===== src/rtl/seq_accumulator.sv =====
// seq_accumulator: collects N_SAMPLES unsigned BW-bit samples into an ACC_W-bit
// sum and holds the result until downstream takes it. The datapath uses
// library cells (fa, fd2, simple gates). Every cell reports its transistor
// count on number; the top reports the sum over all of its instances.
//
// Ports:
//   CLK, RESET        clock (posedge) and asynchronous active-low reset
//   i_valid, o_ready  sample handshake (o_ready = not HOLD)
//   i_data [BW]       unsigned sample
//   o_valid, i_ready  result handshake (o_valid = HOLD)
//   o_sum [ACC_W]     accumulator register
//   o_ovf             sticky carry-out of the current frame
//   o_count [CNT_W]   samples accepted in the current frame
//   number [51]       total transistor count of the instantiated cells
//
// state | meaning
// ACC   | hold_q = 0, accepting samples
// HOLD  | hold_q = 1, frame result presented, waiting for i_ready

module inv (input logic a, output logic y, output logic [50:0] number);
  assign y = ~a;
  assign number = 51'd2;
endmodule

module and2 (input logic a, input logic b, output logic y, output logic [50:0] number);
  assign y = a & b;
  assign number = 51'd6;
endmodule

module or2 (input logic a, input logic b, output logic y, output logic [50:0] number);
  assign y = a | b;
  assign number = 51'd6;
endmodule

module mux2 (input logic s, input logic d0, input logic d1, output logic y,
             output logic [50:0] number);
  assign y = s ? d1 : d0;
  assign number = 51'd12;
endmodule

module fd2 (input logic CLK, input logic RESET, input logic d, output logic q,
            output logic [50:0] number);
  always_ff @(posedge CLK or negedge RESET) begin
    if (!RESET) q <= 1'b0;
    else        q <= d;
  end
  assign number = 51'd26;
endmodule

module fa #(parameter int BW = 8) (
  input  logic [BW-1:0] a,
  input  logic [BW-1:0] b,
  input  logic          ci,
  output logic [BW-1:0] s,
  output logic          co,
  output logic [50:0]   number
);
  logic [BW:0] c;
  assign c[0] = ci;
  for (genvar k = 0; k < BW; k++) begin : g_bit
    assign s[k]   = a[k] ^ b[k] ^ c[k];
    assign c[k+1] = (a[k] & b[k]) | (c[k] & (a[k] ^ b[k]));
  end
  assign co = c[BW];
  assign number = 51'(28 * BW);
endmodule

module seq_accumulator #(
  parameter int BW        = 8,
  parameter int ACC_W     = 10,
  parameter int N_SAMPLES = 4,
  parameter int CNT_W     = 2
) (
  input  logic             CLK,
  input  logic             RESET,
  input  logic             i_valid,
  output logic             o_ready,
  input  logic [BW-1:0]    i_data,
  output logic             o_valid,
  input  logic             i_ready,
  output logic [ACC_W-1:0] o_sum,
  output logic             o_ovf,
  output logic [CNT_W-1:0] o_count,
  output logic [50:0]      number
);
  localparam logic [CNT_W-1:0] LAST = CNT_W'(N_SAMPLES - 1);

  logic             hold_q, hold_d, ovf_q, ovf_d;
  logic [ACC_W-1:0] acc_q, acc_d, sum, acc_keep;
  logic [CNT_W-1:0] cnt_q, cnt_d, inc, inc_g, term, chain;
  logic             carry, cnt_co_unused;
  logic             n_hold, n_iready, n_release, n_last, last;
  logic             accept, frame_end, release_r, ovf_or, ovf_keep;

  logic [50:0] n_fa_acc, n_fa_cnt, n_hold_ff, n_ovf_ff, n_hold_mux;
  logic [50:0] n_ovf_or, n_ovf_and, n_ovf_mux;
  logic [50:0] n_inv [4];
  logic [50:0] n_ctl [3];
  logic [50:0] n_acc_ff [ACC_W];
  logic [50:0] n_acc_and [ACC_W];
  logic [50:0] n_acc_mux [ACC_W];
  logic [50:0] n_cnt_ff [CNT_W];
  logic [50:0] n_cnt_and [CNT_W];
  logic [50:0] n_cnt_mux [CNT_W];
  logic [50:0] n_term [CNT_W];
  logic [50:0] n_chain [CNT_W];

  // Control
  inv  u_n_hold   (.a(hold_q),    .y(n_hold),    .number(n_inv[0]));
  inv  u_n_iready (.a(i_ready),   .y(n_iready),  .number(n_inv[1]));
  inv  u_n_rel    (.a(release_r), .y(n_release), .number(n_inv[2]));
  inv  u_n_last   (.a(last),      .y(n_last),    .number(n_inv[3]));
  and2 u_accept   (.a(n_hold), .b(i_valid), .y(accept),    .number(n_ctl[0]));
  and2 u_fend     (.a(accept), .b(last),    .y(frame_end), .number(n_ctl[1]));
  and2 u_release  (.a(hold_q), .b(i_ready), .y(release_r), .number(n_ctl[2]));

  // HOLD persists while i_ready is low; ACC moves to HOLD on the last sample.
  mux2 u_hold_mux (.s(hold_q), .d0(frame_end), .d1(n_iready), .y(hold_d),
                   .number(n_hold_mux));
  fd2  u_hold_ff  (.CLK(CLK), .RESET(RESET), .d(hold_d), .q(hold_q), .number(n_hold_ff));

  // cnt == N_SAMPLES-1: AND chain over per-bit literal matches
  for (genvar k = 0; k < CNT_W; k++) begin : g_term
    if (LAST[k]) begin : g_one
      assign term[k]   = cnt_q[k];
      assign n_term[k] = '0;
    end else begin : g_zero
      inv u_t (.a(cnt_q[k]), .y(term[k]), .number(n_term[k]));
    end
    if (k == 0) begin : g_first
      assign chain[k]   = term[k];
      assign n_chain[k] = '0;
    end else begin : g_next
      and2 u_c (.a(chain[k-1]), .b(term[k]), .y(chain[k]), .number(n_chain[k]));
    end
  end
  assign last = chain[CNT_W-1];

  // Accumulator: accept loads the sum; release clears; otherwise hold.
  fa #(.BW(ACC_W)) u_fa_acc (.a(acc_q), .b(ACC_W'(i_data)), .ci(1'b0), .s(sum),
                             .co(carry), .number(n_fa_acc));
  for (genvar k = 0; k < ACC_W; k++) begin : g_acc
    and2 u_keep (.a(acc_q[k]), .b(n_release), .y(acc_keep[k]), .number(n_acc_and[k]));
    mux2 u_mux  (.s(accept), .d0(acc_keep[k]), .d1(sum[k]), .y(acc_d[k]),
                 .number(n_acc_mux[k]));
    fd2  u_ff   (.CLK(CLK), .RESET(RESET), .d(acc_d[k]), .q(acc_q[k]),
                 .number(n_acc_ff[k]));
  end

  or2  u_ovf_or  (.a(ovf_q), .b(carry), .y(ovf_or), .number(n_ovf_or));
  and2 u_ovf_and (.a(ovf_q), .b(n_release), .y(ovf_keep), .number(n_ovf_and));
  mux2 u_ovf_mux (.s(accept), .d0(ovf_keep), .d1(ovf_or), .y(ovf_d), .number(n_ovf_mux));
  fd2  u_ovf_ff  (.CLK(CLK), .RESET(RESET), .d(ovf_d), .q(ovf_q), .number(n_ovf_ff));

  // Counter: increment on accept, forced to 0 when the last sample lands
  // (cnt+1 need not wrap naturally when N_SAMPLES < 2^CNT_W).
  fa #(.BW(CNT_W)) u_fa_cnt (.a(cnt_q), .b('0), .ci(1'b1), .s(inc),
                             .co(cnt_co_unused), .number(n_fa_cnt));
  for (genvar k = 0; k < CNT_W; k++) begin : g_cnt
    and2 u_gate (.a(inc[k]), .b(n_last), .y(inc_g[k]), .number(n_cnt_and[k]));
    mux2 u_mux  (.s(accept), .d0(cnt_q[k]), .d1(inc_g[k]), .y(cnt_d[k]),
                 .number(n_cnt_mux[k]));
    fd2  u_ff   (.CLK(CLK), .RESET(RESET), .d(cnt_d[k]), .q(cnt_q[k]),
                 .number(n_cnt_ff[k]));
  end

  assign o_valid = hold_q;
  assign o_ready = n_hold;
  assign o_sum   = acc_q;
  assign o_ovf   = ovf_q;
  assign o_count = cnt_q;

  always_comb begin
    number = n_fa_acc + n_fa_cnt + n_hold_ff + n_ovf_ff + n_hold_mux
           + n_ovf_or + n_ovf_and + n_ovf_mux;
    for (int k = 0; k < 4; k++) number = number + n_inv[k];
    for (int k = 0; k < 3; k++) number = number + n_ctl[k];
    for (int k = 0; k < ACC_W; k++)
      number = number + n_acc_ff[k] + n_acc_and[k] + n_acc_mux[k];
    for (int k = 0; k < CNT_W; k++)
      number = number + n_cnt_ff[k] + n_cnt_and[k] + n_cnt_mux[k]
             + n_term[k] + n_chain[k];
  end
endmodule


===== config.mk =====
export PLATFORM = sky130hd
export DESIGN_NAME = seq_accumulator
export DESIGN_NICKNAME = d
export VERILOG_FILES = /design/src/rtl/seq_accumulator.sv
export SDC_FILE = /design/constraint.sdc
export NUM_CORES = 1
export LEC_CHECK = 0
export ABC_AREA = 1
export CAP_MARGIN = 25
export CORE_MARGIN = 2
export CORE_UTILIZATION = 35
export DETAILED_ROUTE_END_ITERATION = 12
export PLACE_DENSITY = 0.77
export SETUP_SLACK_MARGIN = 0.5
export SLEW_MARGIN = 10
export SYNTH_ARGS = -nofsm -noshare
export SYNTH_HDL_FRONTEND = slang
export SYNTH_SLANG_ARGS = --single-unit

===== constraint.sdc =====
create_clock -name CLK -period 5 [get_ports CLK]
set_input_delay 1.25 -clock CLK [delete_from_list [all_inputs] [get_ports CLK]]
set_output_delay 1.25 -clock CLK [all_outputs]
set_load 0.05 [all_outputs]

==> run metrics, run 1 <==
Std-Cell Rows=21; synth unique cells=15; drt drc=0; worst slack, placed=-0.205 ns; drt first-iter violations=11; Sink Count=14; Mapped Area=1270 sq um; adder-cell share of the synthesized area=15.0%; reg2reg setup slack=1.13 ns; setup_tns=0 ns; Post-Synth Simple-Gate Area=15.2%; Final ANT Viol Nets=0; reg2reg path depth=12; WL/cell=9.29 microns; deepest clock path buffer count=2; Core Util, Final=39.2%; Synth Instances=143; Final Max Slew Viols=0; post-route cell area=1340 sq um; hold path cells=2; post-synthesis xor/xnor area fraction=0%; global route overflow=0; Nets=180; Final period util=89.5%; initial antenna violation count=0; yosys warns=0; share of cells above drive strength 1=12.3%; mux contribution to synthesized area=0%; Fmax=223 MHz; Worst Hold Class=reg -> reg; Synth top area share=37.9%; Crit Reg-Reg Startpoint=g_acc[0].u_ff.q; H-tree depth=1; pin count of the biggest net entering global routing=15; Synth area leader=buf_4; CP Launch Type=input pin; hold path startpoint=g_cnt[1].u_ff.q; clock skew=0.00143 ns; Fillers=350; PD cells=664 nW/um^2; critical path capture point type=register; All-Layer GR Usage=9.13%; top cells by area, synth=buf_4 38%, dfrtp_1 28%, fa_1 11%; die area=4120 sq um; unrepaired setup endpoints after global routing=yes; Final Setup Violations=0; crit path kind=in -> reg; number of global-route vias before repair=638; diodes inserted=0; critical path data arrival time=4.69 ns; Hold Fails Final Rpt=0; Synth Area in Compound Gates=0.592%; Max Cap Violations=0; Required @ worst endpoint=5.22 ns; Least-Margin Pin Slew=0.630 ns; slowest CP cell=fa_2; worst-path fanout max=1; IO Count=78; Worst-Skew Late Latency=0.27 ns; Area after DPL=1300 sq um; die height=64.2 microns; syn avg cell area=8.87 sq um; final wirelength=1870 microns; WHS=0.526 ns; synthesis-stage register bit count=14; maximum VDD drop=0.192 mV; area grow syn2layout=5.52%; clk slew on worst S/H paths=0.08 ns; slowest cell delay on critical path=0.40 ns; die width=64.2 microns; core area=3420 sq um; Final WS setup=0.525 ns; post-CTS setup buffer count=0; # port buffers=26; final RePlAce weighted congestion=0.644; Crit path max-delay family=adder cells; root buf cell=clkbuf_4; Leakage=0.680 nW; DP Wirelength=1500 microns; Top cell by count, worst path=fa_2; total iterations of the first detailed-routing run=4; Num CTS Buffers=3; min Tclk post-route=4.47 ns; cell count along the critical path=13; CTS tree=yes; CP Cell Sequence=buf_6 > ha_4 > fa_2 > fa_2 > fa_2 > fa_2 > fa_2 > fa_2 > fa_2 > ha_4 > ha_4 > nand2_1 > nand2_1; status=complete, no violations; first-pass GRT wire length=2960 microns; Vias/cell=3.64; via count=731; CP bufs+invs=1; Worst Setup SP=i_data[0]; RR Endpoint=g_acc[9].u_ff.q; register area share after synthesis=27.6%; crit path capture=g_acc[9].u_ff.q; Rel. slew slack=57.9%; Initial Util=37.1%; main combinational cell family by area after synthesis=buffers and inverters
cells in the final DEF (no fill, tap or decap), drive strengths merged:
cell type and instances:
conb 51, nand2 32, clkdlybuf4s50 24, dfrtp 14
nand3 11, fa 7, ha 4, clkbuf 4
inv 4, nor2 2, a21boi 1, buf 1
metal layers:
layer  global-route usage (%)  part of all wire [%]  vias to the layer above  routed length, microns
li1                         -                     -                      350                       -
met1                     11.3                    39                      339                     737
met2                     14.7                    51                       42                     943
met3                     4.23                   9.9                        0                     185
met4                     1.60                     0                        0                       0
met5                        0                     0                        -                       0
cell usage after synthesis (all sizes together):
cell type / number
buf: 65
ha: 4
conb: 2
nor2: 2
fa: 7
clkbuf: 1
dfrtp: 14
a21boi: 1
nand3: 11
nand2: 32
inv: 4
registers in the layout, indices dropped and copies added, names as in the netlist:
signal	count
u_ovf_ff.q	1
g_cnt.u_ff.q	2
g_acc.u_ff.q	10
u_hold_ff.q	1
worst register-to-register path: cells and delay by family (launching register included):
family / cells / cell delay [ns]
AND/OR/NAND/NOR: 2 / 0.11
flip-flops: 1 / 0.43
adder cells (fa/ha/maj): 10 / 3.26
layout make-up:
cell class                      count  area [sq um]  area share (%)
Multi-Input combinational cell    108           637            47.6
Sequential cell                    14           350            26.2
Timing Repair Buffer               26           256            19.2
Tap cell                           46          57.6            4.30
Clock buffer                        3          22.5            1.68
Inverter                            4          15.0            1.12
kinds of logic after synthesis:
logic type / count (synthesis)
compound gates: 1
flops: 14
other cells: 2
fa+ha+maj: 11
simple gates: 45
buf+inv: 70
through the flow:
| step | instances | power [mW] |
|---|---|---|
| floorplan | 192 | 0.758 |
| global placement | 198 | 0.809 |
| detailed placement | 198 | 0.821 |
| CTS | 201 | 0.902 |
| global route | 201 | 0.964 |
| finish | 201 | 0.889 |
how the worst min path moves through the flow:
stage | slack, ns | to
floorplan | 0.47 | g_cnt[1].u_ff.q
global placement | 0.50 | g_cnt[1].u_ff.q
detailed placement | 0.51 | g_cnt[1].u_ff.q
CTS | 0.53 | g_cnt[1].u_ff.q
global route | 0.58 | g_cnt[1].u_ff.q
finish | 0.53 | g_cnt[1].u_ff.q
report_power, final:
part | internal [mW] | switching, mW
Sequential | 0.166 | 0.0589
Combinational | 0.191 | 0.411
Clock | 0.0279 | 0.0341
Total | 0.385 | 0.504
what timing repair did:
item / CTS / global route
hold buffers: 0 / 0
gates resized for setup: 9 / 2
setup endpoints to repair: 4 / 3
pin swaps: 12 / 8
endpoints found under the hold margin: 0 / 0
Note: power is estimated with default switching activity, not from simulation.
==> run 2, diff against run 1 <==
Clock period 5 ns to 5.32 ns, I/O delays scaled along.
==> run 2 against run 1 <==
Compared with the run above: first-iteration DRC count grew 27%; wire length grew 2.4%; sequential share of layout area grew 0.12 points; critical path depth is the same; non-clock buffer count is the same; sequential power shrank 7%; register-to-register slack gained 0.37 ns; design area shrank 0.47%; critical path type unchanged; critical endpoint unchanged; largest cell class unchanged; largest power group unchanged; highest routed layer is now met4.
==> run metrics, run 2 (synthesis gave the netlist of run 1 again) <==
Initial Util=37.1%; core area=3420 sq um; Biggest register=g_acc.u_ff.q; number of global-route vias before repair=625; Num CTS Buffers=3; share of cells above drive strength 1=10.3%; clk slew on worst S/H paths=0.08 ns; die area=4120 sq um; P_sw=470 uW; Final Setup Violations=0; initial antenna violation count=0; Leakage=0.687 nW; Flop pwr share=24.9%; root buf cell=clkbuf_4; Clock Power Share=9.0%; dpl cells=198; All-Layer GR Usage=9.64%; Vias/cell=3.62; final wirelength=1910 microns; PD cells=631 nW/um^2; CP Launch Type=input pin; area grow syn2layout=5.03%; worst slack, placed=-0.0133 ns; via count=732; Rel. slew slack=57.3%; number of flip-flops in the largest register=10; deepest clock path buffer count=2; drt drc=0; drt first-iter violations=14; Least-Margin Pin Slew=0.639 ns; biggest regs=g_acc.u_ff.q x10, g_cnt.u_ff.q x2; most frequent cells in the layout=51 x conb_1, 31 x nand2_1, 25 x clkdlybuf4s50_1; first-pass GRT wire length=2990 microns; Sink Count=14; Final period util=88.5%; Final ANT Viol Nets=0; # port buffers=26; global route overflow=0; leading cell type in the layout, fill and taps excluded=conb_1; Overall Power=840 uW; CTS tree=yes; Final Max Slew Viols=0; IO Count=78; Final WS setup=0.612 ns; Area after DPL=1280 sq um; Nets=180; Internal Power=370 uW; Logic pwr share=66.1%; die height=64.2 microns; crit path kind=in -> reg; min Tclk post-route=4.71 ns; unrepaired setup endpoints after global routing=no; switching share of power=55.9%; WHS=0.528 ns; H-tree depth=1; total iterations of the first detailed-routing run=4; final RePlAce weighted congestion=0.645; die width=64.2 microns; critical path capture point type=register; Worst Hold Class=reg -> reg; pin count of the biggest net entering global routing=15; Worst-Skew Late Latency=0.27 ns; Hold Fails Final Rpt=0; Max Cap Violations=0; worst-path fanout max=1; maximum VDD drop=0.210 mV; status=complete, no violations; Cell Count, Final, Fillers Out=202; clock skew=0.00551 ns; diodes inserted=0; post-route cell area=1330 sq um; Fmax=212 MHz; DP Wirelength=1540 microns; critical path data arrival time=4.87 ns; Std-Cell Rows=21; WL/cell=9.46 microns; Required @ worst endpoint=5.48 ns
[run 2: final timing paths]
check                      cells after the start       startpoint               to  slack [ns]
hold / removal                                 2  g_cnt[1].u_ff.q  g_cnt[1].u_ff.q        0.53
max in group asynchronous                      1            RESET  g_acc[9].u_ff.q        3.46
setup / recovery                              13        i_data[0]  g_acc[9].u_ff.q        0.61
hold reg to reg                                2  g_cnt[1].u_ff.q  g_cnt[1].u_ff.q        0.53
min in group asynchronous                      1            RESET  g_acc[6].u_ff.q        1.45
setup reg to reg                              12  g_acc[0].u_ff.q  g_acc[9].u_ff.q        1.50
[run 2: final cells by class]
| class | count | area, sq um |
|---|---|---|
| inverters | 4 | 15.0 |
| fillers | 350 | 2080 |
| clock buffers | 4 | 36.3 |
| flip-flops and latches | 14 | 350 |
| multi-input cells | 108 | 614 |
| well taps | 46 | 57.6 |
| repair buffers | 26 | 259 |
[run 2: power groups by stage]
stage	logic (mW)	clock network, mW	registers (mW)
after floorplan	0.487	0	0.220
after global placement	0.547	0	0.205
after CTS	0.561	0.0781	0.211
final	0.556	0.0757	0.209
after detailed placement	0.557	0	0.209
after global routing	0.602	0.0866	0.220
[run 2: routing by layer]
| layer | part of all wire [%] | routed length [microns] | global-route usage, % |
|---|---|---|---|
| met1 | 42 | 796 | 13.6 |
| met2 | 47 | 895 | 13.0 |
| met3 | 11 | 203 | 3.70 |
| met4 | 0.89 | 17 | 3.99 |
| met5 | 0 | 0 | 0 |
[run 2: critical path, stage by stage]
cell and delay (ns):
dlygate4sd2_1 0.24, ha_2 0.19, fa_2 0.39, fa_2 0.36, fa_2 0.39, fa_2 0.34
fa_2 0.34, fa_2 0.35, fa_2 0.39, ha_4 0.17, ha_1 0.27, nand2_1 0.06
nand2_1 0.05
[run 2: metrics by stage]
stage / setup TNS [ns] / utilization, %
2_1_floorplan: 0 / -
3_3_place_gp: 0 / 37.5
3_5_place_dp: -0.0246 / 37.5
4_1_cts: 0 / 39.0
5_1_grt: 0 / 39.0
6_report: 0 / 39.0
[run 2: timing repair]
item | 4_1_cts | 5_1_grt
hold buffers | 0 | 0
setup buffers | 0 | 0
hold endpoints to repair | 0 | 0
pin swaps | 8 | 1
gates resized for setup | 5 | 0
endpoints found under the setup margin | 3 | 2
